### config.mk
export PLATFORM = sky130hd
export DESIGN_NAME = byte_block_demux
export DESIGN_NICKNAME = d
export VERILOG_FILES = /design/src/rtl/byte_block_demux.sv
export SDC_FILE = /design/constraint.sdc
export NUM_CORES = 1
export LEC_CHECK = 0
export ABC_AREA = 1
export CORE_ASPECT_RATIO = 0.5
export CORE_MARGIN = 2
export CORE_UTILIZATION = 44
export CTS_BUF_LIST = sky130_fd_sc_hd__clkbuf_8
export DETAILED_ROUTE_END_ITERATION = 7
export GPL_ROUTABILITY_DRIVEN = 0
export PLACE_DENSITY = 0.82
export SETUP_SLACK_MARGIN = 0.02
export SYNTH_ARGS = -nofsm -noshare
export SYNTH_HDL_FRONTEND = slang
export SYNTH_SLANG_ARGS = --single-unit
### constraint.sdc
create_clock -name clk -period 1.1 [get_ports clk]
set_input_delay 0.165 -clock clk [delete_from_list [all_inputs] [get_ports clk]]
set_output_delay 0.165 -clock clk [all_outputs]
set_load 0.05 [all_outputs]
### src/rtl/byte_block_demux.sv
// Byte-stream to 128-bit block assembler with key and text channels.
// Each channel fills big-endian, then holds its block until consumed.
module byte_block_demux #(
  parameter int DW     = 8,
  parameter int NBYTES = 16
) (
  input  logic                 clk,
  input  logic                 rst_n,
  input  logic                 flush,
  input  logic [DW-1:0]        in_data,
  input  logic                 in_valid,
  input  logic                 in_sel,
  output logic                 in_ready,
  output logic [DW*NBYTES-1:0] key_data,
  output logic                 key_valid,
  input  logic                 key_ready,
  output logic [DW*NBYTES-1:0] text_data,
  output logic                 text_valid,
  input  logic                 text_ready
);

  localparam int BW = DW * NBYTES;
  localparam int CW = (NBYTES > 1) ? $clog2(NBYTES) : 1;
  localparam logic [CW-1:0] LAST = CW'(NBYTES - 1);

  typedef enum logic {
    FILL = 1'b0,
    HOLD = 1'b1
  } state_t;

  state_t          st_q   [2];
  state_t          st_d   [2];
  logic [CW-1:0]   cnt_q  [2];
  logic [CW-1:0]   cnt_d  [2];
  logic [BW-1:0]   data_q [2];
  logic [BW-1:0]   data_d [2];
  logic [1:0]      rdy;
  logic            accept;

  assign rdy      = {text_ready, key_ready};
  assign in_ready = ~flush & (st_q[in_sel] == FILL);
  assign accept   = in_valid & in_ready;

  always_comb begin
    for (int i = 0; i < 2; i++) begin
      st_d[i]   = st_q[i];
      cnt_d[i]  = cnt_q[i];
      data_d[i] = data_q[i];
      if (flush) begin
        st_d[i]   = FILL;
        cnt_d[i]  = '0;
        data_d[i] = '0;
      end else begin
        unique case (st_q[i])
          FILL: begin
            if (accept && (in_sel == i[0])) begin
              data_d[i] = {data_q[i][BW-DW-1:0], in_data};
              if (cnt_q[i] == LAST) begin
                cnt_d[i] = '0;
                st_d[i]  = HOLD;
              end else begin
                cnt_d[i] = cnt_q[i] + 1'b1;
              end
            end
          end
          HOLD: begin
            // data stays put; the next block shifts over it
            if (rdy[i]) st_d[i] = FILL;
          end
          default: st_d[i] = FILL;
        endcase
      end
    end
  end

  always_ff @(posedge clk) begin
    for (int i = 0; i < 2; i++) begin
      if (!rst_n) begin
        st_q[i]   <= FILL;
        cnt_q[i]  <= '0;
        data_q[i] <= '0;
      end else begin
        st_q[i]   <= st_d[i];
        cnt_q[i]  <= cnt_d[i];
        data_q[i] <= data_d[i];
      end
    end
  end

  assign key_data   = data_q[0];
  assign key_valid  = (st_q[0] == HOLD);
  assign text_data  = data_q[1];
  assign text_valid = (st_q[1] == HOLD);

endmodule

==> out/qor.yml, run 1 <==
worst_endpoint: "in_ready"
pre_cts_ws_ns: -0.639
synth_edf_count: 0
fp-row-count: 37
pin_count: 274
clock-sinks: 266
status: "stopped before the end"
synth_cells: 1178
ys_ff_latch: 266
async_flop_share_pct: 0
avgSynthCellArea_um2: 7.83
endpoint_type: "primary output"
synth_nets: 1195
hpwl_um: 21800
synth_flop_cell: "dfxtp_1"
cts_max_level: 2
cts_root_buf: "clkbuf_8"
grt_max_degree: 76
cts.path.max_buffers: 3
synth.most_common_cell: "nand2_1"
die_x_um: 209
seq_area_frac_synth_pct: 57.7
cts-hold-fix-buffers: 0
cts_buffers: 37
yosysTopAreaCell: "dfxtp_1"
portBuffers: 273
ys_types: 21
die_y_um: 106
initial_core_util_pct: 44.9
firstError: "[ERROR DPL-0038] Utilization greater than 100%, impossible to legalize"
synth.area.top_cells: "dfxtp_1 58%, nand2_1 21%, a21oi_1 14%"
synthTopCellsByCount: "528 x nand2_1, 266 x dfxtp_1, 262 x a21oi_1, 38 x buf_2, 30 x clkbuf_1"
synth_top_area_share_pct: 57.7
haltStage: "global routing"
synth_area_um2: 9230
ys_warn_count: 0
==> cells by family after synthesis <==
group	after synthesis	synth area share, %
AOI/OAI and AO/OA	265	14.4
and+or+nand+nor	550	22.7
buffers and inverters	94	4.79
xor gates and xnor gates	1	0.0949
DFF	266	57.7
adders and majority gates	2	0.271
==> what timing repair did <==
| action | CTS |
|---|---|
| cloned | 26 |
| buffers inserted | 251 |
| endpoints found under the setup margin | 525 |
| pin swaps | 14 |
| resized for setup | 501 |
==> stage by stage <==
stage	instances	area, µm²	hold WS, ns	TNS [ns]
after global placement	1684	15100	0.471	-131.78
after CTS	2023	19500	0.213	-101.51
after floorplan	1178	9430	0.308	-21.62
after detailed placement	1684	15100	0.493	-144.14
==> inputs of run 2 (changes only) <==
==> config.mk (replaced) <==
export PLATFORM = sky130hd
export DESIGN_NAME = byte_block_demux
export DESIGN_NICKNAME = d
export VERILOG_FILES = /design/src/rtl/byte_block_demux.sv
export SDC_FILE = /design/constraint.sdc
export NUM_CORES = 1
export LEC_CHECK = 0
export ABC_AREA = 1
export CORE_MARGIN = 2
export CORE_UTILIZATION = 40
export DETAILED_ROUTE_END_ITERATION = 7
export GPL_ROUTABILITY_DRIVEN = 0
export PLACE_DENSITY_LB_ADDON = 0.15
export SYNTH_ARGS = -nofsm -noshare
export SYNTH_HDL_FRONTEND = slang
export SYNTH_SLANG_ARGS = --single-unit
==> constraint.sdc (replaced) <==
create_clock -name clk -period 1.43 [get_ports clk]
set_input_delay 0.2145 -clock clk [delete_from_list [all_inputs] [get_ports clk]]
set_output_delay 0.2145 -clock clk [all_outputs]
set_load 0.05 [all_outputs]
==> out/qor.yml, run 2 <==
status: "finished, violations left"
violations: "setup timing"
final_cell_mix: "527 x nand2_1, 286 x buf_12, 264 x dfxtp_1"
async_flop_share_pct: 0  # unchanged
p_sw_share_pct: 20.4
drt_pass1_iterations: 6
seq_area_frac_synth_pct: 57.7  # unchanged
clkTransAtPathRegs_ns: 0.06
pin_count: 274  # unchanged
fin_total_pwr_mw: 16.5
fp-row-count: 55  # +49%
hpwl_um: 19400  # -11%
fin_crit_ns: 1.60
synth_cells: 1178  # unchanged
fin_crit_sh_pct: 112
nNetsFinal: 1471
maxCapViolations: 0
grt_max_degree: 45
fmax_mhz: 625
crit_path_end_kind: "primary output"
vias: 8684
min_path_type: "in2reg"
overflow: 0
synth_edf_count: 0  # unchanged
yosysTopAreaCell: "dfxtp_1"
reg_top3: "data_q x256, cnt_q x8, st_q x2"
final_common_cell: "nand2_1"
setup_viol: 2
p_sw_mw: 3.37
grt_usage_pct: 22.3
holdPathStages: 3
p_seq_share_pct: 45.0
multi_input_area_um2: 3500
synth_nets: 1195  # unchanged
drtAntennaViolNets: 0
clk_latency_ns: 0.53
post_drt_via_cell_ratio: 4.93
synthTopCellsByCount: "528 x nand2_1, 266 x dfxtp_1, 262 x a21oi_1, 38 x buf_2, 30 x clkbuf_1"
drc_errors: 0
finalWorstSetupSlack_ns: -0.170
p_leak_nw: 5.68
synth_flop_cell: "dfxtp_1"
initial_core_util_pct: 40.8  # -4.1 points
core_area_um2: 22600
tightest_slew_ns: 0.251
wl_per_cell_um: 15.6
synth_area_um2: 9230  # unchanged
antenna_found_initial: 1
drt_wl_total_um: 27600
portBuffers: 273  # unchanged
dp.cells: 1706  # +1.3%
ys_warn_count: 0  # unchanged
avgSynthCellArea_um2: 7.83  # unchanged
die_x_um: 156  # -25%
grt_pass1_vias: 8693
ys_types: 21  # unchanged
slew_headroom_pct: 83.2
largest_register: "data_q"
final_util_pct: 72.6
power_frac_comb_pct: 4.0
rsz0062_at_grt: "true"
cts_max_level: 1  # -1
synth.area.top_cells: "dfxtp_1 58%, nand2_1 21%, a21oi_1 14%"
path_class: "in2out"
cts_root_buf: "clkbuf_16"
cts_tree: "done"
cts_buffers: 29  # -22%
crit_required_ns: 1.22
rrSetupSlack_ns: 0.03
finClkSkew_ns: 0.0100
hold_violations: 0
ir_drop_uv: 987
power_density_nw_per_um2: 1000
fin_cells: 1762
ff2ff_path_depth: 6
dieArea_um2: 24300
p_int_mw: 13.1
cp_max_fo: 3
drt-initial-drc-count: 410
fillers: 1560
ff_latch_area_um2: 5330
synth_top_area_share_pct: 57.7  # unchanged
ys_ff_latch: 266  # unchanged
grt_pass1_wl_um: 44500
cts-hold-fix-buffers: 0  # unchanged
clock-sinks: 266  # unchanged
layout-drive-gt1-share_pct: 25.7
worstPathArrival_ns: 1.39
synth.most_common_cell: "nand2_1"
clkPwrFrac_pct: 51.0
largest_reg_flops: 256
cts.path.max_buffers: 3  # unchanged
startpoint_type: "primary input"
area_delta_synth_final_pct: 78.1
final_max_slew_viol_count: 0
die_y_um: 156  # +47%
run 2: cell counts after synthesis:
Identical to the previous run, type by type.
run 2: final timing paths:
check,to,startpoint
min,data_q[0][0]$_SDFFE_PP0P_,in_data[0]
min reg2reg,cnt_q[0][1]$_SDFFE_PP0P_,cnt_q[0][1]$_SDFFE_PP0P_
max,in_ready,in_sel
max reg2reg,cnt_q[1][3]$_SDFFE_PP0P_,st_q[1]$_DFF_P_
run 2: logic make-up after synthesis:
group / Yosys count / synth area share (%)
adders and majority gates: 2 / 0.271
buffers and inverters: 94 / 4.79
DFF: 266 / 57.7
AOI/OAI and AO/OA: 265 / 14.4
xor gates and xnor gates: 1 / 0.0949
and+or+nand+nor: 550 / 22.7
run 2: what timing repair did:
action | in CTS | in global routing
buffers inserted | 1 | 1
resized for setup | 5 | 6
pin swaps | 2 | 1
setup endpoints to repair | 1 | 41
run 2: area by class of cell:
type / instances / area share (%)
Timing Repair Buffer: 329 / 37.1
Inverter: 10 / 0.267
Antenna cell: 1 / 0.0152
Multi-Input combinational cell: 818 / 21.3
Sequential cell: 266 / 32.4
Clock inverter: 16 / 1.72
Tap cell: 285 / 2.17
Clock buffer: 37 / 4.96
run 2: power groups by stage:
stage	sequential, mW	combinational (mW)	clock, mW
2_1_floorplan	7.61	0.305	0
3_3_place_gp	7.59	0.645	0
3_5_place_dp	7.59	0.652	0
4_1_cts	7.43	0.660	8.59
5_1_grt	7.42	0.706	8.89
6_report	7.43	0.661	8.41
run 2: per-layer routing:
metal | GRT usage [%] | share of wire [%] | vias to the layer above
met1 | 26.1 | 39 | 4059
met3 | 7.31 | 8.2 | 42
met2 | 38.8 | 51 | 243
li1 | - | - | 4340
met4 | 6.55 | 2.5 | 0
met5 | 0 | 0 | -
run 2: critical path, cell delays in order:
cell and delay (ns):
clkdlybuf4s50_1 0.59, inv_1 0.12, nor2_4 0.13, nor2_2 0.05
nor2_2 0.13, buf_12 0.15
run 2: through the flow:
| stage | TNS, ns | hold slack [ns] | instance area (µm²) | setup WS, ns |
|---|---|---|---|---|
| floorplan | 0 | 0.357 | 9230 | 0.0894 |
| global placement | -52.84 | 0.472 | 15300 | -0.276 |
| detailed placement | -63.72 | 0.477 | 15300 | -0.328 |
| CTS | -0.264 | 0.246 | 16400 | -0.213 |
| global route | -0.448 | 0.260 | 16400 | -0.231 |
| finish | -0.296 | 0.261 | 16400 | -0.170 |
Power figures use the tool's default switching activity.
==> inputs of run 3 (changes only) <==
--- a/config.mk
+++ b/config.mk
@@ -8,6 +8,7 @@
 export ABC_AREA = 1
 export CORE_MARGIN = 2
 export CORE_UTILIZATION = 40
+export CTS_BUF_LIST = sky130_fd_sc_hd__clkbuf_16
 export DETAILED_ROUTE_END_ITERATION = 7
 export GPL_ROUTABILITY_DRIVEN = 0
 export PLACE_DENSITY_LB_ADDON = 0.15
==> constraint.sdc (replaced) <==
create_clock -name clk -period 1.95 [get_ports clk]
set_input_delay 0.195 -clock clk [delete_from_list [all_inputs] [get_ports clk]]
set_output_delay 0.195 -clock clk [all_outputs]
set_load 0.05 [all_outputs]
==> out/qor.yml, run 3 (synthesis gave the netlist of run 2 again) <==
cts_tree: "done"
fin_crit_ns: 1.92
hold_violations: 0  # unchanged
die_y_um: 156  # unchanged
hpwl_um: 16300  # -16%
clkTransAtPathRegs_ns: 0.06  # about the same
die_x_um: 156  # unchanged
wl_per_cell_um: 14.4  # -8.0%
crit_path_max_incr_delay_ns: 0.85  # +0.26 ns
crit_required_ns: 1.75  # +0.53 ns
worst_r2r_endpoint: "data_q[0][74]$_SDFFE_PP0P_"
cts_buffers: 28  # -3.4%
holdPathStages: 3  # unchanged
grt_pass1_wl_um: 39400  # -12%
maxCapViolations: 0  # unchanged
whs_endpoint: "data_q[0][2]$_SDFFE_PP0P_"
ff2ff_path_depth: 6  # unchanged
cts_max_level: 1  # unchanged
largest_reg_flops: 256  # unchanged
vias: 8303  # -4.4%
p_leak_nw: 6.47  # +14%
dieArea_um2: 24300  # unchanged
min_path_type: "in2reg"
drt-initial-drc-count: 500  # +22%
reg_top3: "data_q x256, cnt_q x8, st_q x2"
largest_register: "data_q"
core_area_um2: 22600  # unchanged
clk_latency_ns: 0.53  # about the same
cts_root_buf: "clkbuf_16"
cp_max_fo: 3  # unchanged
nNetsFinal: 1443  # -1.9%
antenna_cells: 0  # -1
critPathTopFamily: "buffers and inverters"
power_density_nw_per_um2: 827  # -18%
tightest_slew_ns: 0.566  # +0.314 ns
initial_core_util_pct: 40.8  # unchanged
drt_wl_total_um: 24900  # -9.7%
status: "finished, final reports clean"
startpoint_type: "register"
grt_max_degree: 81  # +80%
drc_errors: 0  # unchanged
dp.cells: 1681  # -1.5%
slew_headroom_pct: 62.4  # -21 points
finClkSkew_ns: 0.0130  # +0.00297 ns
pin_count: 274  # unchanged
final_max_slew_viol_count: 0  # unchanged
overflow: 0  # unchanged
grt_pass1_vias: 7655  # -12%
setup_viol: 0  # -2
critPathBufInv: 1  # -2
postCtsSetupRepairBufs: 0  # -1
drtAntennaViolNets: 0  # unchanged
rr_startpoint: "st_q[0]$_DFF_P_"
final_cell_mix: "527 x nand2_1, 266 x dfxtp_1, 262 x a21oi_1"
path_class: "reg2out"
grt_usage_pct: 19.5  # -2.8 points
crit_path_end_kind: "primary output"
area_delta_synth_final_pct: 46.8
final_common_cell: "nand2_1"
portBuffers: 273  # unchanged
fin_crit_sh_pct: 98.6
worstPathArrival_ns: 1.73  # +0.34 ns
fmax_mhz: 520
worstHoldStart: "in_data[2]"
cp_slowest_cell: "clkdlybuf4s50_1"
fin_cells: 1730  # -1.8%
drt_pass1_iterations: 4  # -2
antenna_found_initial: 0  # -1
clock-sinks: 266  # unchanged
cts.path.max_buffers: 3  # unchanged
rrSetupSlack_ns: 0.59  # +0.56 ns
layout-drive-gt1-share_pct: 5.61  # -20 points
ir_drop_uv: 753  # -24%
post_drt_via_cell_ratio: 4.80  # -2.6%
crit_chain: "clkdlybuf4s50_1"
fillers: 2079  # +33%
fp-row-count: 55  # unchanged
final_util_pct: 59.8  # -13 points
[run 3: changes by cell type in the layout (fill, tap and decap cells not counted), sizes merged]
| cell | before | now |
|---|---|---|
| buf | 315 | 33 |
| bufinv | 8 | 4 |
| clkbuf | 37 | 29 |
| clkdlybuf4s50 | 14 | 112 |
| clkinv | 8 | 13 |
| clkinvlp | 1 | 0 |
| diode | 1 | 0 |
| dlygate4sd2 | 0 | 49 |
| dlymetal6s2s | 0 | 108 |
| inv | 9 | 13 |
[run 3: power by group]
part           switching [mW]  internal [mW]  total [mW]
combinational           0.275          0.137       0.412
clock                    2.14           3.21        5.34
sequential            0.00488           5.44        5.44
total                    2.42           8.78        11.2
[run 3: timing repair]
item                                    4_1_cts  5_1_grt
pin swaps                                     0        0
endpoints found under the hold margin         0        0
gates resized for setup                      49      108
hold buffers                                  0        0
endpoints found under the setup margin       49      108
[run 3: worst min-delay path, stage by stage]
cell	delay [ns]
clkdlybuf4s50_1	0.41
nand2_1	0.07
a21oi_1	0.05
[run 3: final cells by class]
class                   instances  area, µm²  share of cell area [%]
multi-input cells             818       3480                    25.7
clock buffers                  29        726                    5.36
clock inverters                20        199                    1.47
flip-flops and latches        266       5330                    39.3
well taps                     285        357                    2.63
repair buffers                302       3410                    25.2
inverters                      10       40.0                   0.296
[run 3: how the worst max path moves through the flow]
stage	from	endpoint	cells past startpoint
floorplan	st_q[0]$_DFF_P_	in_ready	3
global placement	in_valid	cnt_q[1][3]$_SDFFE_PP0P_	6
detailed placement	in_sel	data_q[0][74]$_SDFFE_PP0P_	7
CTS	data_q[0][18]$_SDFFE_PP0P_	key_data[18]	1
global route	data_q[1][114]$_SDFFE_PP0P_	text_data[114]	1
finish	data_q[0][61]$_SDFFE_PP0P_	key_data[61]	1
[run 3: metal layers]
layer  up-vias  GRT usage [%]  share of wire [%]
met3        26           5.81                7.1
met1      3814           25.7                 45
met4         0           4.76                1.8
li1       4263              -                  -
met2       200           31.5                 47
met5         -              0                  0
[run 3: through the flow]
stage	hold slack, ns	setup TNS [ns]	instance area [µm²]	setup slack [ns]	total power, mW
global placement	0.452	0	12400	0.248	5.98
finish	0.240	0	13500	0.0277	11.2
global route	0.265	-0.00300	13500	-0.00159	11.6
floorplan	0.338	0	9230	0.379	5.80
CTS	0.220	0	13300	0.000459	11.3
detailed placement	0.456	0	12400	0.224	5.98
==> inputs of run 4 (changes only) <==
--- a/config.mk
+++ b/config.mk
@@ -6,10 +6,13 @@
 export NUM_CORES = 1
 export LEC_CHECK = 0
 export ABC_AREA = 1
+export CELL_PAD_IN_SITES_DETAIL_PLACEMENT = 2
+export CELL_PAD_IN_SITES_GLOBAL_PLACEMENT = 2
 export CORE_MARGIN = 2
-export CORE_UTILIZATION = 40
+export CORE_UTILIZATION = 37
 export CTS_BUF_LIST = sky130_fd_sc_hd__clkbuf_16
 export DETAILED_ROUTE_END_ITERATION = 7
+export DONT_BUFFER_PORTS = 1
 export GPL_ROUTABILITY_DRIVEN = 0
 export PLACE_DENSITY_LB_ADDON = 0.15
 export SYNTH_ARGS = -nofsm -noshare
==> out/qor.yml, run 4 (synthesis gave the netlist of run 2 again) <==
status: "finished, final reports clean"
grt_max_degree: 135  # +67%
p_leak_nw: 3.19  # -51%
dieArea_um2: 26200  # +7.9%
cts_root_buf: "clkbuf_16"
finClkSkew_ns: 0.00786  # -0.00511 ns
core_area_um2: 24400  # +7.7%
die_y_um: 162  # +3.9%
pre_cts_ws_ns: 0.408  # +0.184 ns
rsz0062_at_grt: "false"
path_class: "reg2out"
maxCapViolations: 0  # unchanged
crit_chain: "buf_4 -> nor2_1 -> nor2_1 -> nor2_1 -> buf_4"
wl_per_cell_um: 18.4  # +28%
grt_pass1_vias: 7961  # +4.0%
ir_drop_uv: 557  # -26%
die_x_um: 162  # +3.9%
cts.path.max_buffers: 3  # unchanged
antenna_found_initial: 0  # unchanged
fmax_mhz: 581  # +12%
hpwl_um: 17900  # +9.8%
setup_viol: 0  # unchanged
grt_pass1_wl_um: 44200  # +12%
startpoint_type: "register"
layout-drive-gt1-share_pct: 5.27  # -0.33 points
cpMostUsedCell: "nor2_1"
drt_wl_total_um: 27600  # +11%
fin_cells: 1500  # -13%
crit_path_end_kind: "primary output"
worstPathArrival_ns: 1.53  # -0.20 ns
portBuffers: 0  # -100%
drt_pass1_iterations: 4  # unchanged
tns_ns: 0  # unchanged
fin_crit_ns: 1.72  # -0.201 ns
finalWorstSetupSlack_ns: 0.228  # +0.201 ns
crit_required_ns: 1.75  # about the same
initial_core_util_pct: 37.8  # -2.9 points
vias: 7634  # -8.1%
reg_top3: "data_q x256, cnt_q x8, st_q x2"
cts_tree: "done"
power_density_nw_per_um2: 1010  # +22%
cp_max_fo: 2  # -1
post_drt_via_cell_ratio: 5.09  # +6.0%
fin_crit_sh_pct: 88.3  # -10 points
drtAntennaViolNets: 0  # unchanged
cp_slowest_cell: "dfxtp_1"
drc_errors: 0  # unchanged
clkTransAtPathRegs_ns: 0.06  # about the same
final_cell_mix: "527 x nand2_1, 266 x dfxtp_1, 262 x a21oi_1"
tightest_slew_ns: 0.669  # +0.103 ns
overflow: 0  # unchanged
min_path_type: "in2reg"
postCtsSetupRepairBufs: 0  # unchanged
slew_headroom_pct: 55.4  # -7.0 points
area_delta_synth_final_pct: 13.3
fp-row-count: 57  # +3.6%
cts_resized: 0  # -100%
drt-initial-drc-count: 451  # -9.8%
cts_max_level: 1  # unchanged
cts-hold-fix-buffers: 10  # +10
largest_reg_flops: 256  # unchanged
pin_count: 274  # unchanged
rrSetupSlack_ns: 0.41  # -0.18 ns
final_common_cell: "nand2_1"
hold_violations: 0  # unchanged
final_max_slew_viol_count: 0  # unchanged
crit_path_max_incr_delay_ns: 0.31  # -0.54 ns
cts_buffers: 29  # +3.6%
nNetsFinal: 1174  # -19%
dp.cells: 1440  # -14%
clock-sinks: 266  # unchanged
largest_register: "data_q"
antenna_cells: 0  # unchanged
clk_latency_ns: 0.53  # about the same
grt_usage_pct: 20.3  # +0.85 points
## run 4: cell count changes in the layout (fill, tap and decap cells not counted), moves of 3 or more
| cell | previous run | this run |
|---|---|---|
| clkdlybuf4s50_1 | 112 | 0 |
| dlymetal6s2s_1 | 108 | 0 |
| dlygate4sd2_1 | 49 | 0 |
| buf_12 | 21 | 10 |
| dlygate4sd3_1 | 0 | 10 |
| inv_1 | 11 | 18 |
| bufinv_16 | 4 | 0 |
| clkinv_2 | 5 | 2 |
## run 4: where the power goes
group,internal (mW),switching [mW],total (mW)
logic,0.0806,0.249,0.329
clock network,2.65,2.15,4.80
registers,5.44,0.0242,5.46
## run 4: layer usage
layer / GRT usage [%] / vias up / part of all wire, %
li1: - / 3737 / -
met1: 23.9 / 3658 / 41
met2: 34.7 / 203 / 47
met3: 8.40 / 36 / 10
met4: 4.55 / 0 / 2.0
met5: 0 / - / 0
## run 4: final cells by class
cell class | instances | area (µm²)
fill | 2725 | 13900
multi-input combinational | 818 | 3480
tap | 324 | 405
inverter | 10 | 42.5
sequential | 266 | 5330
timing repair buffer | 32 | 390
clock buffer | 29 | 726
clock inverter | 21 | 81.3
## run 4: path summary, 6_finish.rpt
kind	from	to	cells after the start
min reg2reg	cnt_q[0][1]$_SDFFE_PP0P_	cnt_q[0][1]$_SDFFE_PP0P_	2
max	st_q[1]$_DFF_P_	in_ready	5
min	in_valid	st_q[1]$_DFF_P_	3
max reg2reg	st_q[1]$_DFF_P_	data_q[1][123]$_SDFFE_PP0P_	6
## run 4: stage by stage
stage / utilization, % / total power [mW] / cell area (µm²) / hold slack, ns
2_1_floorplan: - / 5.80 / 9230 / 0.338
3_3_place_gp: 39.1 / 5.90 / 9550 / 0.342
3_5_place_dp: 39.1 / 5.90 / 9550 / 0.348
4_1_cts: 42.9 / 10.7 / 10500 / 0.00538
5_1_grt: 42.9 / 11.0 / 10500 / 0.0335
6_report: 42.9 / 10.6 / 10500 / 0.0256
## run 4: critical path, delay by kind of cell (launching register included)
kind	cells	cell delay, ns
DFF	1	0.31
buffers and inverters	2	0.40
and+or+nand+nor	3	0.30
